**src/rtl/disk_image_loader_if.sv**
```systemverilog
// ----------------------------------------------------------------------------
// disk_image_loader_if
//
// Bundles the two streaming sides of the disk image loader:
//   ioctl_*  : byte download stream from the ARM I/O block
//              (download flag, target index, byte offset, write strobe, data)
//   ram_*    : req/ack byte write port into SDRAM
//              (address, data, write request held until ack, ack)
//
// Modports:
//   slave  : the loader (sinks the ioctl stream, drives the RAM request)
//   master : the host/memory side (drives ioctl, answers with ram_ack)
// ----------------------------------------------------------------------------
interface disk_image_loader_if #(
    parameter int RAM_W = 25
);
    logic             ioctl_download;
    logic [4:0]       ioctl_index;
    logic [24:0]      ioctl_addr;
    logic             ioctl_wr;
    logic [7:0]       ioctl_dout;
    logic [RAM_W-1:0] ram_addr;
    logic [7:0]       ram_din;
    logic             ram_we;
    logic             ram_ack;

    modport slave (
        input  ioctl_download, ioctl_index, ioctl_addr, ioctl_wr, ioctl_dout,
        input  ram_ack,
        output ram_addr, ram_din, ram_we
    );

    modport master (
        output ioctl_download, ioctl_index, ioctl_addr, ioctl_wr, ioctl_dout,
        output ram_ack,
        input  ram_addr, ram_din, ram_we
    );
endinterface

```
**src/rtl/disk_image_loader.sv**
```systemverilog
// ----------------------------------------------------------------------------
// disk_image_loader
//
// Captures ioctl disk image downloads into per-drive SDRAM windows and keeps
// per-drive image status for the wd1793 instances.  Slot s lives at
// RAM_BASE + (s << ADDR_W) and is selected by ioctl_index == BASE_INDEX + s.
// Bytes pass through a 2-entry buffer so the SDRAM req/ack port can stall
// without losing data; a slot only becomes ready once every buffered byte has
// been acknowledged by the RAM.
//
// Ports:
//   clk_sys, reset : system clock, synchronous active-high reset
//   bus            : ioctl download stream in, RAM req/ack write port out
//   eject          : per-slot one-cycle eject pulse
//   slot_ready     : per-slot image valid
//   slot_size      : packed per-slot image size (ADDR_W+1 bits each, slot 0 LSBs)
//   too_big        : sticky per-slot, a byte beyond the window was offered
//   drop_err       : sticky per-slot, a byte was lost to a full buffer
//   busy           : a download is being loaded, flushed or committed
// ----------------------------------------------------------------------------
module disk_image_loader #(
    parameter int               SLOTS      = 2,
    parameter int               ADDR_W     = 20,
    parameter int               RAM_W      = 25,
    parameter logic [RAM_W-1:0] RAM_BASE   = RAM_W'('h0200000),
    parameter int               BASE_INDEX = 1
) (
    input  logic                      clk_sys,
    input  logic                      reset,
    disk_image_loader_if.slave        bus,
    input  logic [SLOTS-1:0]          eject,
    output logic [SLOTS-1:0]          slot_ready,
    output logic [SLOTS*(ADDR_W+1)-1:0] slot_size,
    output logic [SLOTS-1:0]          too_big,
    output logic [SLOTS-1:0]          drop_err,
    output logic                      busy
);

    localparam int SLOT_W = (SLOTS > 1) ? $clog2(SLOTS) : 1;
    localparam int SZ_W   = ADDR_W + 1;

    localparam logic [1:0] ST_IDLE   = 2'd0;
    localparam logic [1:0] ST_LOAD   = 2'd1;
    localparam logic [1:0] ST_FLUSH  = 2'd2;
    localparam logic [1:0] ST_COMMIT = 2'd3;

    // control state
    logic [1:0]        state_q,    state_d;
    logic              dl_prev_q,  dl_prev_d;
    logic [SLOT_W-1:0] active_q,   active_d;
    logic              wr_ptr_q,   wr_ptr_d;
    logic              rd_ptr_q,   rd_ptr_d;
    logic [1:0]        count_q,    count_d;
    logic              ram_we_q,   ram_we_d;
    logic [RAM_W-1:0]  ram_addr_q, ram_addr_d;
    logic [7:0]        ram_din_q,  ram_din_d;
    logic [SLOTS-1:0]  ready_q,    ready_d;
    logic [SZ_W-1:0]   size_q [SLOTS];
    logic [SZ_W-1:0]   size_d [SLOTS];
    logic [SLOTS-1:0]  too_big_q,  too_big_d;
    logic [SLOTS-1:0]  drop_err_q, drop_err_d;

    // data state (no reset needed: cleared at load start / only read when valid)
    logic [SZ_W-1:0]   hw_q,       hw_d;
    logic [ADDR_W-1:0] fifo_off_q [2];
    logic [ADDR_W-1:0] fifo_off_d [2];
    logic [7:0]        fifo_dat_q [2];
    logic [7:0]        fifo_dat_d [2];

    // decode of the incoming stream
    logic              dl_rise, dl_fall;
    logic [5:0]        idx_ext, idx_off;
    logic              idx_ok;
    logic [SLOT_W-1:0] idx_sel;
    logic              wr_far;
    logic [ADDR_W-1:0] wr_off;
    logic [SZ_W-1:0]   wr_off_p1;
    logic [RAM_W-1:0]  slot_base;
    logic              push, pop;
    logic [ADDR_W-1:0] head_off;
    logic [7:0]        head_dat;

    assign dl_rise   = bus.ioctl_download & ~dl_prev_q;
    assign dl_fall   = ~bus.ioctl_download & dl_prev_q;
    assign idx_ext   = {1'b0, bus.ioctl_index};
    assign idx_off   = idx_ext - 6'(BASE_INDEX);
    assign idx_ok    = (idx_ext >= 6'(BASE_INDEX)) && (idx_off < 6'(SLOTS));
    assign idx_sel   = idx_off[SLOT_W-1:0];
    assign wr_far    = (bus.ioctl_addr >> ADDR_W) != '0;
    assign wr_off    = bus.ioctl_addr[ADDR_W-1:0];
    assign wr_off_p1 = {1'b0, wr_off} + SZ_W'(1);
    assign slot_base = RAM_BASE + (RAM_W'(active_q) << ADDR_W);

    always_comb begin
        state_d    = state_q;
        dl_prev_d  = bus.ioctl_download;
        active_d   = active_q;
        hw_d       = hw_q;
        fifo_off_d = fifo_off_q;
        fifo_dat_d = fifo_dat_q;
        wr_ptr_d   = wr_ptr_q;
        rd_ptr_d   = rd_ptr_q;
        count_d    = count_q;
        ram_we_d   = ram_we_q;
        ram_addr_d = ram_addr_q;
        ram_din_d  = ram_din_q;
        ready_d    = ready_q;
        size_d     = size_q;
        too_big_d  = too_big_q;
        drop_err_d = drop_err_q;
        push       = 1'b0;
        pop        = 1'b0;
        head_off   = wr_off;
        head_dat   = bus.ioctl_dout;

        case (state_q)
            ST_IDLE: begin
                // Downloads to indices outside the slot range are ignored entirely.
                if (dl_rise && idx_ok) begin
                    active_d            = idx_sel;
                    ready_d[idx_sel]    = 1'b0;
                    size_d[idx_sel]     = '0;
                    too_big_d[idx_sel]  = 1'b0;
                    drop_err_d[idx_sel] = 1'b0;
                    hw_d                = '0;
                    state_d             = ST_LOAD;
                end
            end
            ST_LOAD: begin
                if (bus.ioctl_wr) begin
                    if (wr_far) begin
                        too_big_d[active_q] = 1'b1;
                    end else begin
                        // The size reflects every in-window offset offered,
                        // including bytes lost to a full buffer.
                        if (wr_off_p1 > hw_q) begin
                            hw_d = wr_off_p1;
                        end
                        if (count_q == 2'd2) begin
                            drop_err_d[active_q] = 1'b1;
                        end else begin
                            push = 1'b1;
                        end
                    end
                end
                if (dl_fall) begin
                    state_d = ST_FLUSH;
                end
            end
            ST_FLUSH: begin
                if ((count_q == 2'd0) && !ram_we_q) begin
                    state_d = ST_COMMIT;
                end
            end
            default: begin // ST_COMMIT
                size_d[active_q]  = hw_q;
                ready_d[active_q] = (hw_q != '0) && !too_big_q[active_q] && !drop_err_q[active_q];
                state_d           = ST_IDLE;
            end
        endcase

        // Buffer write side
        if (push) begin
            fifo_off_d[wr_ptr_q] = wr_off;
            fifo_dat_d[wr_ptr_q] = bus.ioctl_dout;
            wr_ptr_d             = ~wr_ptr_q;
        end

        // RAM request. An entry stays in the buffer until acknowledged, so the
        // in-flight byte counts against the two entries. With an empty buffer
        // the incoming byte is launched straight away to save a cycle.
        if (count_q != 2'd0) begin
            head_off = fifo_off_q[rd_ptr_q];
            head_dat = fifo_dat_q[rd_ptr_q];
        end
        pop = ram_we_q && bus.ram_ack;
        if (pop) begin
            ram_we_d = 1'b0;
            rd_ptr_d = ~rd_ptr_q;
        end else if (!ram_we_q && ((count_q != 2'd0) || push)) begin
            ram_we_d   = 1'b1;
            ram_addr_d = slot_base + RAM_W'(head_off);
            ram_din_d  = head_dat;
        end

        case ({push, pop})
            2'b10:   count_d = count_q + 2'd1;
            2'b01:   count_d = count_q - 2'd1;
            default: count_d = count_q;
        endcase

        // Eject is applied last so it overrides a same-cycle commit, but it
        // cannot touch the slot currently being written.
        for (int k = 0; k < SLOTS; k++) begin
            if (eject[k] && !((SLOT_W'(k) == active_q) &&
                              ((state_q == ST_LOAD) || (state_q == ST_FLUSH)))) begin
                ready_d[k] = 1'b0;
                size_d[k]  = '0;
            end
        end
    end

    always_ff @(posedge clk_sys) begin
        if (reset) begin
            state_q    <= ST_IDLE;
            dl_prev_q  <= 1'b0;
            active_q   <= '0;
            wr_ptr_q   <= 1'b0;
            rd_ptr_q   <= 1'b0;
            count_q    <= 2'd0;
            ram_we_q   <= 1'b0;
            ram_addr_q <= '0;
            ram_din_q  <= '0;
            ready_q    <= '0;
            too_big_q  <= '0;
            drop_err_q <= '0;
            for (int k = 0; k < SLOTS; k++) begin
                size_q[k] <= '0;
            end
        end else begin
            state_q    <= state_d;
            dl_prev_q  <= dl_prev_d;
            active_q   <= active_d;
            wr_ptr_q   <= wr_ptr_d;
            rd_ptr_q   <= rd_ptr_d;
            count_q    <= count_d;
            ram_we_q   <= ram_we_d;
            ram_addr_q <= ram_addr_d;
            ram_din_q  <= ram_din_d;
            ready_q    <= ready_d;
            too_big_q  <= too_big_d;
            drop_err_q <= drop_err_d;
            size_q     <= size_d;
        end
    end

    always_ff @(posedge clk_sys) begin
        hw_q       <= hw_d;
        fifo_off_q <= fifo_off_d;
        fifo_dat_q <= fifo_dat_d;
    end

    assign bus.ram_we   = ram_we_q;
    assign bus.ram_addr = ram_addr_q;
    assign bus.ram_din  = ram_din_q;
    assign slot_ready   = ready_q;
    assign too_big      = too_big_q;
    assign drop_err     = drop_err_q;
    assign busy         = (state_q != ST_IDLE);

    for (genvar g = 0; g < SLOTS; g++) begin : g_size
        assign slot_size[g*SZ_W +: SZ_W] = size_q[g];
    end

endmodule

```
**src/flat_wrapper.sv**
```systemverilog
// flat-port wrapper written by rule: the top's interface ports become plain ports
module disk_image_loader_flat 
#(
    parameter int               SLOTS      = 2,
    parameter int               ADDR_W     = 20,
    parameter int               RAM_W      = 25,
    parameter logic [RAM_W-1:0] RAM_BASE   = RAM_W'('h0200000),
    parameter int               BASE_INDEX = 1
)
  (clk_sys, reset, eject, slot_ready, slot_size, too_big, drop_err, busy, bus_ioctl_download, bus_ioctl_index, bus_ioctl_addr, bus_ioctl_wr, bus_ioctl_dout, bus_ram_ack, bus_ram_addr, bus_ram_din, bus_ram_we);
  disk_image_loader_if #(.RAM_W(RAM_W)) bus_i ();
  input  logic clk_sys;
  input  logic reset;
  input  logic [SLOTS-1:0] eject;
  output logic [SLOTS-1:0] slot_ready;
  output logic [SLOTS*(ADDR_W+1)-1:0] slot_size;
  output logic [SLOTS-1:0] too_big;
  output logic [SLOTS-1:0] drop_err;
  output logic busy;
  input wire logic [$bits(bus_i.ioctl_download)-1:0] bus_ioctl_download;
  input wire logic [$bits(bus_i.ioctl_index)-1:0] bus_ioctl_index;
  input wire logic [$bits(bus_i.ioctl_addr)-1:0] bus_ioctl_addr;
  input wire logic [$bits(bus_i.ioctl_wr)-1:0] bus_ioctl_wr;
  input wire logic [$bits(bus_i.ioctl_dout)-1:0] bus_ioctl_dout;
  input wire logic [$bits(bus_i.ram_ack)-1:0] bus_ram_ack;
  output wire logic [$bits(bus_i.ram_addr)-1:0] bus_ram_addr;
  output wire logic [$bits(bus_i.ram_din)-1:0] bus_ram_din;
  output wire logic [$bits(bus_i.ram_we)-1:0] bus_ram_we;
  assign bus_i.ioctl_download = bus_ioctl_download;
  assign bus_i.ioctl_index = bus_ioctl_index;
  assign bus_i.ioctl_addr = bus_ioctl_addr;
  assign bus_i.ioctl_wr = bus_ioctl_wr;
  assign bus_i.ioctl_dout = bus_ioctl_dout;
  assign bus_i.ram_ack = bus_ram_ack;
  assign bus_ram_addr = bus_i.ram_addr;
  assign bus_ram_din = bus_i.ram_din;
  assign bus_ram_we = bus_i.ram_we;
  disk_image_loader #(.SLOTS(SLOTS), .ADDR_W(ADDR_W), .RAM_W(RAM_W), .RAM_BASE(RAM_BASE), .BASE_INDEX(BASE_INDEX)) u_core (.clk_sys(clk_sys), .reset(reset), .bus(bus_i), .eject(eject), .slot_ready(slot_ready), .slot_size(slot_size), .too_big(too_big), .drop_err(drop_err), .busy(busy));
endmodule
```
**config.mk**
```make
export PLATFORM = sky130hd
export DESIGN_NAME = disk_image_loader_flat
export DESIGN_NICKNAME = d
export VERILOG_FILES = /design/src/rtl/disk_image_loader_if.sv /design/src/rtl/disk_image_loader.sv /design/src/flat_wrapper.sv
export SDC_FILE = /design/constraint.sdc
export NUM_CORES = 1
export LEC_CHECK = 0
export CORE_ASPECT_RATIO = 1.4
export CORE_MARGIN = 2
export CORE_UTILIZATION = 55
export CTS_CLUSTER_SIZE = 8
export DETAILED_ROUTE_END_ITERATION = 8
export PLACE_DENSITY = 0.91
export SYNTH_ARGS = -nofsm -noshare
export SYNTH_HDL_FRONTEND = slang
export SYNTH_SLANG_ARGS = --single-unit
export TNS_END_PERCENT = 20
```
**constraint.sdc**
```tcl
create_clock -name clk_sys -period 6.2 [get_ports clk_sys]
set_clock_uncertainty 0.2 [all_clocks]
set_input_delay 0.62 -clock clk_sys [delete_from_list [all_inputs] [get_ports clk_sys]]
set_output_delay 0.62 -clock clk_sys [all_outputs]
set_load 0.1 [all_outputs]
```
* Word level (Yosys, flattened, before mapping)
Index checks and enable logic that the tools add are counted.
** Operators by class
- Order comparisons :: 14
- Reductions and logical operators :: 42
- Equal/unequal tests :: 13
- Bitwise logic cells :: 21
- Add/sub/neg operators :: 6
- Multiplexer cells :: 55
** Operators with widths (number)
- 21-bit 2-to-1 mux :: 6
- 20-bit 2-to-1 mux :: 5
- 42-bit case mux with 2 select lines :: 1
- 42-bit AND :: 1
- 42-bit bitwise mux :: 1
- 21-bit demux with 1-bit select :: 2
- 42-bit 2-to-1 mux :: 1
- 42-bit NOT :: 1
- 21-bit case mux with 2 select lines :: 1
- 40-bit bitwise mux :: 1
- 8-bit 2-to-1 mux :: 5
- 25-bit by 20-bit adder with 25-bit output :: 1
- 25-bit nonzero test :: 1
- 22-bit by 21-bit adder with 23-bit output (first input constant) :: 1
- 2-bit 2-to-1 mux :: 11
- 20-bit by 1-bit adder with 21-bit output (second input constant) :: 1
- 21-bit > comparator :: 1
- 21-bit nonzero test :: 1
- 20-bit demux with 1-bit select :: 1
- 16-bit bitwise mux :: 1
- 1-bit logical AND :: 16
- 2-bit case mux with 2 select lines :: 4
- 2-bit by 1-bit != test with 1-bit output (second input constant) :: 6
- 1-bit 2-to-1 mux :: 10
- 31 further kinds :: 71
** Storage, ports and cells
- Register bits :: 167
- Bits of input ports :: 45
- Output and inout port bits :: 83

* Depth between registers and ports, before layout
Gate-level depths: netlist of run 1.
- Depth after elaboration :: 10
- Depth in mapped cells :: 11
- Depth with buffers taken out :: 11

* Worst setup path after synthesis of run 1
Ideal clock, no wire load.
- Path type :: input to register
- Start :: in bus_ioctl_addr[2]
- End :: reg u_core.hw_q[0], enable pin
- Data arrival time :: 3.560 ns
- Stages :: 10
- Setup time :: 0.412 ns
- Required time :: 5.588 ns
- Setup slack :: 2.028 ns
- Buffers on the path :: 0
- Cell sequence :: and4_1 nand4_1 nor3b_1 xor2_1 ha_1 nand3_1 nor3_1 nand3_1 a21o_1 a31oi_1
** Between the ends
- Word-level cells in the longest chain between the ends :: 4
** Ends and longest elaborated chain
- from (decl) :: RTL line flat_wrapper.sv:22 : input wire logic [$bits(bus_i.ioctl_addr)-1:0] bus_ioctl_addr;
- 20-bit by 1-bit adder with 21-bit output :: RTL line disk_image_loader.sv:91 : assign wr_off_p1 = {1'b0, wr_off} + SZ_W'(1);
- net u_core.wr_off_p1[17] :: RTL line disk_image_loader.sv:77 : logic [SZ_W-1:0] wr_off_p1;
- 21-bit > comparator :: RTL line disk_image_loader.sv:136 : if (wr_off_p1 > hw_q) begin
- 2-bit by 1-bit != test with 1-bit output (no line)
- 5-bit AND reduction (no line)
- to (signal assigned) :: RTL line disk_image_loader.sv:238 : hw_q <= hw_d;
- to (decl) :: RTL line disk_image_loader.sv:64 : logic [SZ_W-1:0] hw_q, hw_d;
The timed path passes the listed nets, and every way through them passes these cells.
A chain may end at the register's enable or synchronous reset.

* Final worst setup path of run 1
- Start :: in bus_ioctl_addr[2]
- End :: reg u_core.hw_q[16], enable pin
Same word-level chain as after synthesis.

==> metrics.md, run 1 <==
| Metric | Value |
|---|---|
| Number of buffers inserted during clock tree synthesis | `17` |
| Worst-Margin Slew | `between 1 and 1.5 ns` |
| Count of unique library cells instantiated by Yosys | `47` |
| Total wire length after detailed routing | `around 17000 um` |
| Synthesized instance count | `around 630` |
| Post-CTS resize count | `0` |
| Min Clock Period, post-route | `roughly 4.6 ns` |
| Clock slew at reported path FFs | `about 0.07 ns` |
| Total of endpoints with negative setup slack in the final report | `0` |
| Seq cells post-synth | `approximately 160` |
| Port Buf Inserts | `124` |
| Compound-gate portion of the synthesized area | `between 10% and 20%` |
| Post-CTS setup repair buffer count | `0` |
| Number of nets with antenna violations after detailed routing | `0` |
| Rel. slew slack | `about a fifth` |
| Final Hold Violating Endpoints | `0` |
| Most used cells in the layout excluding fill and tap cells | `clkdlybuf4s50_1 (123), dfxtp_1 (86), edfxtp_1 (77), nand2_1 (74), a22o_1 (45)` |
| Type of the tightest min-delay check | `reg -> reg` |
| Number of placement rows | `49` |
| Multiplexer share of the synthesized area | `under 10%` |
| Synthesized-area fraction occupied by adder cells | `slightly below 5%` |
| Via count | `approximately 5400` |
| Clock Sinks | `approximately 160` |
| Gr ovfl total | `0` |
| Post-synthesis simple-gate area fraction | `about an eighth` |
| Largest stage delay on the critical path | `0.95 ns` |
| Netlist area before placement | `between 0.007 and 0.008 mm^2` |
| Remaining DRCs | `0` |
| Async set-reset flop share out of synthesis | `0%` |
| Largest net degree at the start of global routing | `60` |
| Initial antenna violation count | `0` |
| Total count of max-transition violations in the final report | `0` |
| Area delta synth->final | `25.96%` |
| Horizontal die dimension | `roughly 100 um` |
| H-Tree Level Count | `4` |
| Main flop type after synthesis | `dfxtp_1` |
| Top cell type's share of synthesized area | `32.32%` |
| Clock root buffer | `clkbuf_16` |
| Violation count after the first detailed-routing iteration | `a little over 300` |
| Kind of end point of the critical path | `register` |
| Via-per-instance ratio | `just under 6` |
| Combinational family with the most area after synthesis | `compound AO/OA/AOI/OAI gates` |
| Post-route clock period utilization | `74.26%` |
| Hold_buf cts | `0` |
| Chip Height | `roughly 140 um` |
| Area of the core | `between 0.01 and 0.015 mm^2` |
| Top-Level Pins | `around 130` |
| Syn Area/Cell | `roughly 11 um^2` |
| Clock latency reported for the late side of the worst-skew pair | `0.41 ns` |
| Worst-path cell chain | `clkdlybuf4s50_1 -> and4_1 -> nand4_1 -> nor3b_1 -> xor2_1 -> ha_1 -> nand3_1 -> nor3_1 -> nand3_1 -> a21o_1 -> a31oi_2` |
| Most common cell on crit path | `nand3_1` |
| Run status | `complete, no violations` |
| Setup TNS | `0 ns` |
| RSZ-0062 raised after global routing | `false` |
| Die outline area | `0.01395 mm^2` |
| Placement Setup Slack | `between 1 and 1.5 ns` |
| Xor and xnor area share after synthesis | `between 2 and 3%` |
| Clock tree buffer depth | `2` |
| Number of synthesis warnings | `0` |
| Data required time at the worst endpoint | `6.02 ns` |
| All-layer global routing usage | `between 20% and 30%` |
| Upper clock frequency limit | `~220 MHz` |
| Final setup margin | `about 1.6 ns` |
| Antenna diode instance count | `0` |
| Pwr Density | `roughly 320 mW/mm^2` |
| Post-layout net count | `between 800 and 900` |
| Max stage delay cell, worst path | `a31oi_2` |
| Post-synthesis sequential area ratio | `a little under three fifths` |
| Number of violations of the max-capacitance limit | `0` |
| Worst IR Drop VDD | `approximately 0.2 mV` |
| Global-route wire length before repair | `27190 um` |
| Fraction of final layout cells sized beyond drive strength 1 | `between 6 and 7%` |
| Reg-to-reg setup timing slack | `2.82 ns` |
| Standby leakage power | `just over 3 nW` |
| Post-detailed-placement half-perimeter wirelength | `around 12000 um` |
| Vias in the first global route | `between 5000 and 6000` |
| RePlAce Congestion | `a little under 1` |
| Starting density of the core | `56.09%` |
| Number of enable flip-flop cells after synthesis | `77` |
| Synth area leader | `edfxtp_1` |
| Clock tree from TritonCTS | `yes` |
| Sort of element at the start of the critical path | `input pin` |
| Maximum net fanout on the critical path | `21` |
| Leading cell type in the layout, fill and taps excluded | `clkdlybuf4s50_1` |
| Setup Crit Path Kind | `in -> reg` |
| WP data arrival | `4.43 ns` |
| Routed length per instance | `around 19 um` |
| Number of detailed-route iterations in the first pass | `5` |
| Synth top area cells | `edfxtp_1 (32%), dfxtp_1 (24%), a22o_1 (5.5%)` |
[cell usage after synthesis (5+ instances only)]
| cell type | n |
|---|---|
| nand4_1 | 7 |
| xor2_1 | 10 |
| nor3_1 | 9 |
| ha_1 | 28 |
| dfxtp_1 | 87 |
| nand2_1 | 74 |
| a22o_1 | 45 |
| buf_6 | 8 |
| clkbuf_1 | 21 |
| a21oi_1 | 43 |
| nand3_1 | 14 |
| mux2i_1 | 30 |
| o21ai_0 | 5 |
| o211ai_1 | 29 |
| inv_1 | 29 |
| nor4_1 | 9 |
| and2_1 | 19 |
| xnor2_1 | 13 |
| nor2_1 | 20 |
| edfxtp_1 | 77 |
[worst paths after layout]
path	end	startpoint	depth (start not counted)
max	u_core.hw_q[16]$_SDFFCE_PN0P_	bus_ioctl_addr[2]	11
min	u_core.bus.ram_addr[10]$_SDFFE_PP0P_	u_core.bus.ram_addr[10]$_SDFFE_PP0P_	2
max reg2reg	u_core.hw_q[16]$_SDFFCE_PN0P_	u_core.state_q[1]$_SDFFE_PP0P_	6
min reg2reg	u_core.bus.ram_addr[10]$_SDFFE_PP0P_	u_core.bus.ram_addr[10]$_SDFFE_PP0P_	2
[final cells by class]
type	instances	area (um^2)
Sequential cell	164	4055
Fill cell	896	3742
Multi-Input combinational cell	402	2819
Timing Repair Buffer	128	1266
Clock buffer	20	446.7
Tap cell	153	191.4
Clock inverter	12	122.6
Inverter	29	108.9
[per-layer routing]
layer / wire, um / track usage [%]
met5: 0 / 0
met4: 589 / 12.62
met3: 846 / 4.990
met2: 9036 / 43.02
met1: 6467 / 29.04
[flip-flops by register name, indices dropped and copies added, names as in the netlist, 2 cells and up]
| register | flops |
|---|---|
| u_core.bus.ram_addr | 22 |
| u_core.bus.ram_din | 8 |
| u_core.count_q | 2 |
| u_core.drop_err | 2 |
| u_core.fifo_dat_q | 16 |
| u_core.fifo_off_q | 40 |
| u_core.hw_q | 21 |
| u_core.slot_ready | 2 |
| u_core.slot_size | 42 |
| u_core.state_q | 2 |
| u_core.too_big | 2 |
[critical path, delay by kind of cell]
kind                     cells  cell delay, ns
AO/OA/AOI/OAI                2            1.14
AND/OR/NAND/NOR              6            1.55
buffers and inverters        1            0.64
adder cells (fa/ha/maj)      1            0.34
XOR/XNOR                     1            0.13
[where the power goes]
part / internal (mW) / switching [mW]
sequential: 1.22 / 0.0683
clock: 0.572 / 0.433
combinational: 0.173 / 0.411
total: 1.97 / 0.913
[stage by stage]
stage	instances	hold WS, ns	total power, mW	instance area, um^2	util, %
floorplan	630	0.2658	1.710	7161	-
global placement	876	0.2467	1.861	8441	66.19
detailed placement	876	0.2488	1.891	8441	66.19
CTS	908	0.2582	2.895	9010	70.65
global route	908	0.2694	2.994	9010	70.65
finish	908	0.2602	2.883	9010	70.65
[cell families after synthesis]
logic type / count (synthesis)
DFF: 164
AOI/OAI and AO/OA: 139
and+or+nand+nor: 179
xor gates and xnor gates: 23
buffers and inverters: 64
other: 1
muxes: 30
adders and majority gates: 28
Note: power is estimated with default switching activity, not from simulation.
==> run 2: changes to the inputs <==
--- a/config.mk
+++ b/config.mk
@@ -7,10 +7,10 @@
 export LEC_CHECK = 0
 export CORE_ASPECT_RATIO = 1.4
 export CORE_MARGIN = 2
-export CORE_UTILIZATION = 55
+export CORE_UTILIZATION = 53
 export CTS_CLUSTER_SIZE = 8
 export DETAILED_ROUTE_END_ITERATION = 8
-export PLACE_DENSITY = 0.91
+export PLACE_DENSITY = 0.88
 export SYNTH_ARGS = -nofsm -noshare
 export SYNTH_HDL_FRONTEND = slang
 export SYNTH_SLANG_ARGS = --single-unit
==> constraint.sdc (replaced) <==
create_clock -name clk_sys -period 4.6 [get_ports clk_sys]
set_clock_uncertainty 0.2 [all_clocks]
set_input_delay 0.46 -clock clk_sys [delete_from_list [all_inputs] [get_ports clk_sys]]
set_output_delay 0.46 -clock clk_sys [all_outputs]
set_load 0.1 [all_outputs]
==> metrics.md, run 2 (same netlist as run 1, synthesis figures left out) <==
| Metric | Value |
|---|---|
| Run status | `complete, no violations` |
| All-layer global routing usage | `24.27% (-0.67 points)` |
| Register-to-Register Path Depth | `8 (+2)` |
| Final Hold Violating Endpoints | `0 (unchanged)` |
| Routed length per instance | `18.02 um (-3.4%)` |
| Largest net degree at the start of global routing | `60 (unchanged)` |
| Final setup margin | `0.6741 ns (-0.9215 ns)` |
| Antenna diode instance count | `0 (unchanged)` |
| Total wire length after detailed routing | `16900 um (-0.22%)` |
| Leading cell type in the layout, fill and taps excluded | `clkdlybuf4s50_1` |
| Gr ovfl total | `0 (unchanged)` |
| Remaining DRCs | `0 (unchanged)` |
| Post-CTS setup repair buffer count | `0 (unchanged)` |
| Die outline area | `0.01446 mm^2 (+3.6%)` |
| Pwr Density | `436.9 mW/mm^2 (+37%)` |
| Setup Crit Path Kind | `in -> reg` |
| Placement Setup Slack | `0.3212 ns (-0.8903 ns)` |
| Post-route design area | `0.009082 mm^2 (+0.81%)` |
| Setup TNS | `0 ns (unchanged)` |
| RePlAce Congestion | `0.9339 (-3.2%)` |
| Maximum net fanout on the critical path | `20 (-4.8%)` |
| Hold_buf cts | `0 (unchanged)` |
| Fraction of final layout cells sized beyond drive strength 1 | `7.011% (+0.26 points)` |
| Total of endpoints with negative setup slack in the final report | `0 (unchanged)` |
| Vias in the first global route | `5491 (+1.7%)` |
| Post-detailed-placement half-perimeter wirelength | `11880 um (-2.2%)` |
| Standby leakage power | `3.153 nW (+1.2%)` |
| Area of the core | `0.01326 mm^2 (+4.0%)` |
| Clock Sinks | `164 (unchanged)` |
| Clock root buffer | `clkbuf_16` |
| Chip Height | `141.5 um (+1.8%)` |
| Post-route clock period utilization | `85.35%` |
| Min Clock Period, post-route | `slightly below 4 ns` |
| Fill count | `953 (+6.4%)` |
| Port Buf Inserts | `124 (unchanged)` |
| Type of the tightest min-delay check | `reg -> reg` |
| Post-CTS resize count | `0 (unchanged)` |
| Number of placement rows | `50 (+2.0%)` |
| Number of buffers inserted during clock tree synthesis | `17 (unchanged)` |
| Upper clock frequency limit | `between 200 and 300 MHz` |
| Post-layout net count | `816 (+0.12%)` |
| Worst-Margin Slew | `1.258 ns (+0.04481 ns)` |
| Data required time at the worst endpoint | `4.56 ns (-1.46 ns)` |
| WP data arrival | `3.88 ns (-0.55 ns)` |
| Area delta synth->final | `26.97%` |
| Top-Level Pins | `128 (unchanged)` |
| Clock latency reported for the late side of the worst-skew pair | `0.43 ns (+0.02 ns)` |
| Rel. slew slack | `16.06% (-3.0 points)` |
| Most used cells in the layout excluding fill and tap cells | `clkdlybuf4s50_1 (123), dfxtp_1 (86), edfxtp_1 (77), nand2_1 (74), a22o_1 (45)` |
| Clock slew at reported path FFs | `0.07 ns (about the same)` |
| Worst IR Drop VDD | `0.3170 mV (+58%)` |
| Flip-flop count of the largest register, all copies and words added | `42 (unchanged)` |
| Global-route wire length before repair | `27190 um (about the same)` |
| Number of violations of the max-capacitance limit | `0 (unchanged)` |
| Total count of max-transition violations in the final report | `0 (unchanged)` |
| Via-per-instance ratio | `5.743 (-3.2%)` |
| Initial antenna violation count | `0 (unchanged)` |
| Total placed instance area | `0.008484 mm^2 (+0.52%)` |
| Kind of end point of the critical path | `register` |
| Number of nets with antenna violations after detailed routing | `0 (unchanged)` |
| Cell count after placement | `906 (+3.4%)` |
| Hold Path Stages | `2 (unchanged)` |
| RSZ-0062 raised after global routing | `false` |
| Via count | `5387 (-0.037%)` |
| Horizontal die dimension | `102.2 um (+1.8%)` |
| Number of detailed-route iterations in the first pass | `5 (unchanged)` |
| Starting density of the core | `53.93% (-2.2 points)` |
| Post-route total power | `3.968 mW (+38%)` |
| Clock tree buffer depth | `2 (unchanged)` |
| Clock tree from TritonCTS | `yes` |
| Minimum hold slack | `0.2544 ns (-0.005755 ns)` |
| Core utilization of the finished layout | `68.48% (-2.2 points)` |
| Sort of element at the start of the critical path | `input pin` |
| Number of standard cells in the layout, taps in and fillers out | `938 (+3.3%)` |
| H-Tree Level Count | `4 (unchanged)` |
| Violation count after the first detailed-routing iteration | `358 (+19%)` |
==> run 2: layout make-up <==
type	instances	area [um^2]	area share (%)
clock buffer	19	452.9	4.987
sequential	164	4055	44.65
multi-input combinational	402	2819	31.04
tap	182	227.7	2.507
timing repair buffer	129	1274	14.02
inverter	29	108.9	1.199
clock inverter	13	145.1	1.598
==> run 2: critical path, stage by stage <==
cell and delay [ns]:
clkdlybuf4s50_1 0.62, and4_1 0.31, nand4_1 0.31, nor3b_1 0.35, xor2_1 0.22, ha_1 0.29
nand3_1 0.11, or2_2 0.11, a31oi_1 0.07, a2111oi_0 0.58, a31oi_2 0.18, buf_4 0.25
==> run 2: power breakdown <==
part	leakage [nW]	switching, mW	internal [mW]	total, mW
registers	1.40	0.0888	1.65	1.74
clock network	0.294	0.595	0.838	1.43
logic	1.46	0.558	0.241	0.799
total	3.15	1.24	2.73	3.97
==> run 2: worst paths after layout <==
check	from	end	slack [ns]
worst min register to register	u_core.bus.ram_din[3]$_SDFFE_PP0P_	u_core.bus.ram_din[3]$_SDFFE_PP0P_	0.25
worst max register to register	u_core.state_q[1]$_SDFFE_PP0P_	u_core.count_q[1]$_SDFFE_PP0P_	1.60
worst max-delay path	bus_ioctl_addr[2]	u_core.hw_q[1]$_SDFFCE_PN0P_	0.67
worst min-delay path	u_core.bus.ram_din[3]$_SDFFE_PP0P_	u_core.bus.ram_din[3]$_SDFFE_PP0P_	0.25
==> run 2: metal layers <==
metal	up-vias	track usage (%)	part of all wire, %
met4	0	9.754	2.1
li1	2536	-	-
met1	2611	28.59	40
met2	209	42.52	53
met3	31	5.222	5.5
met5	-	0	0
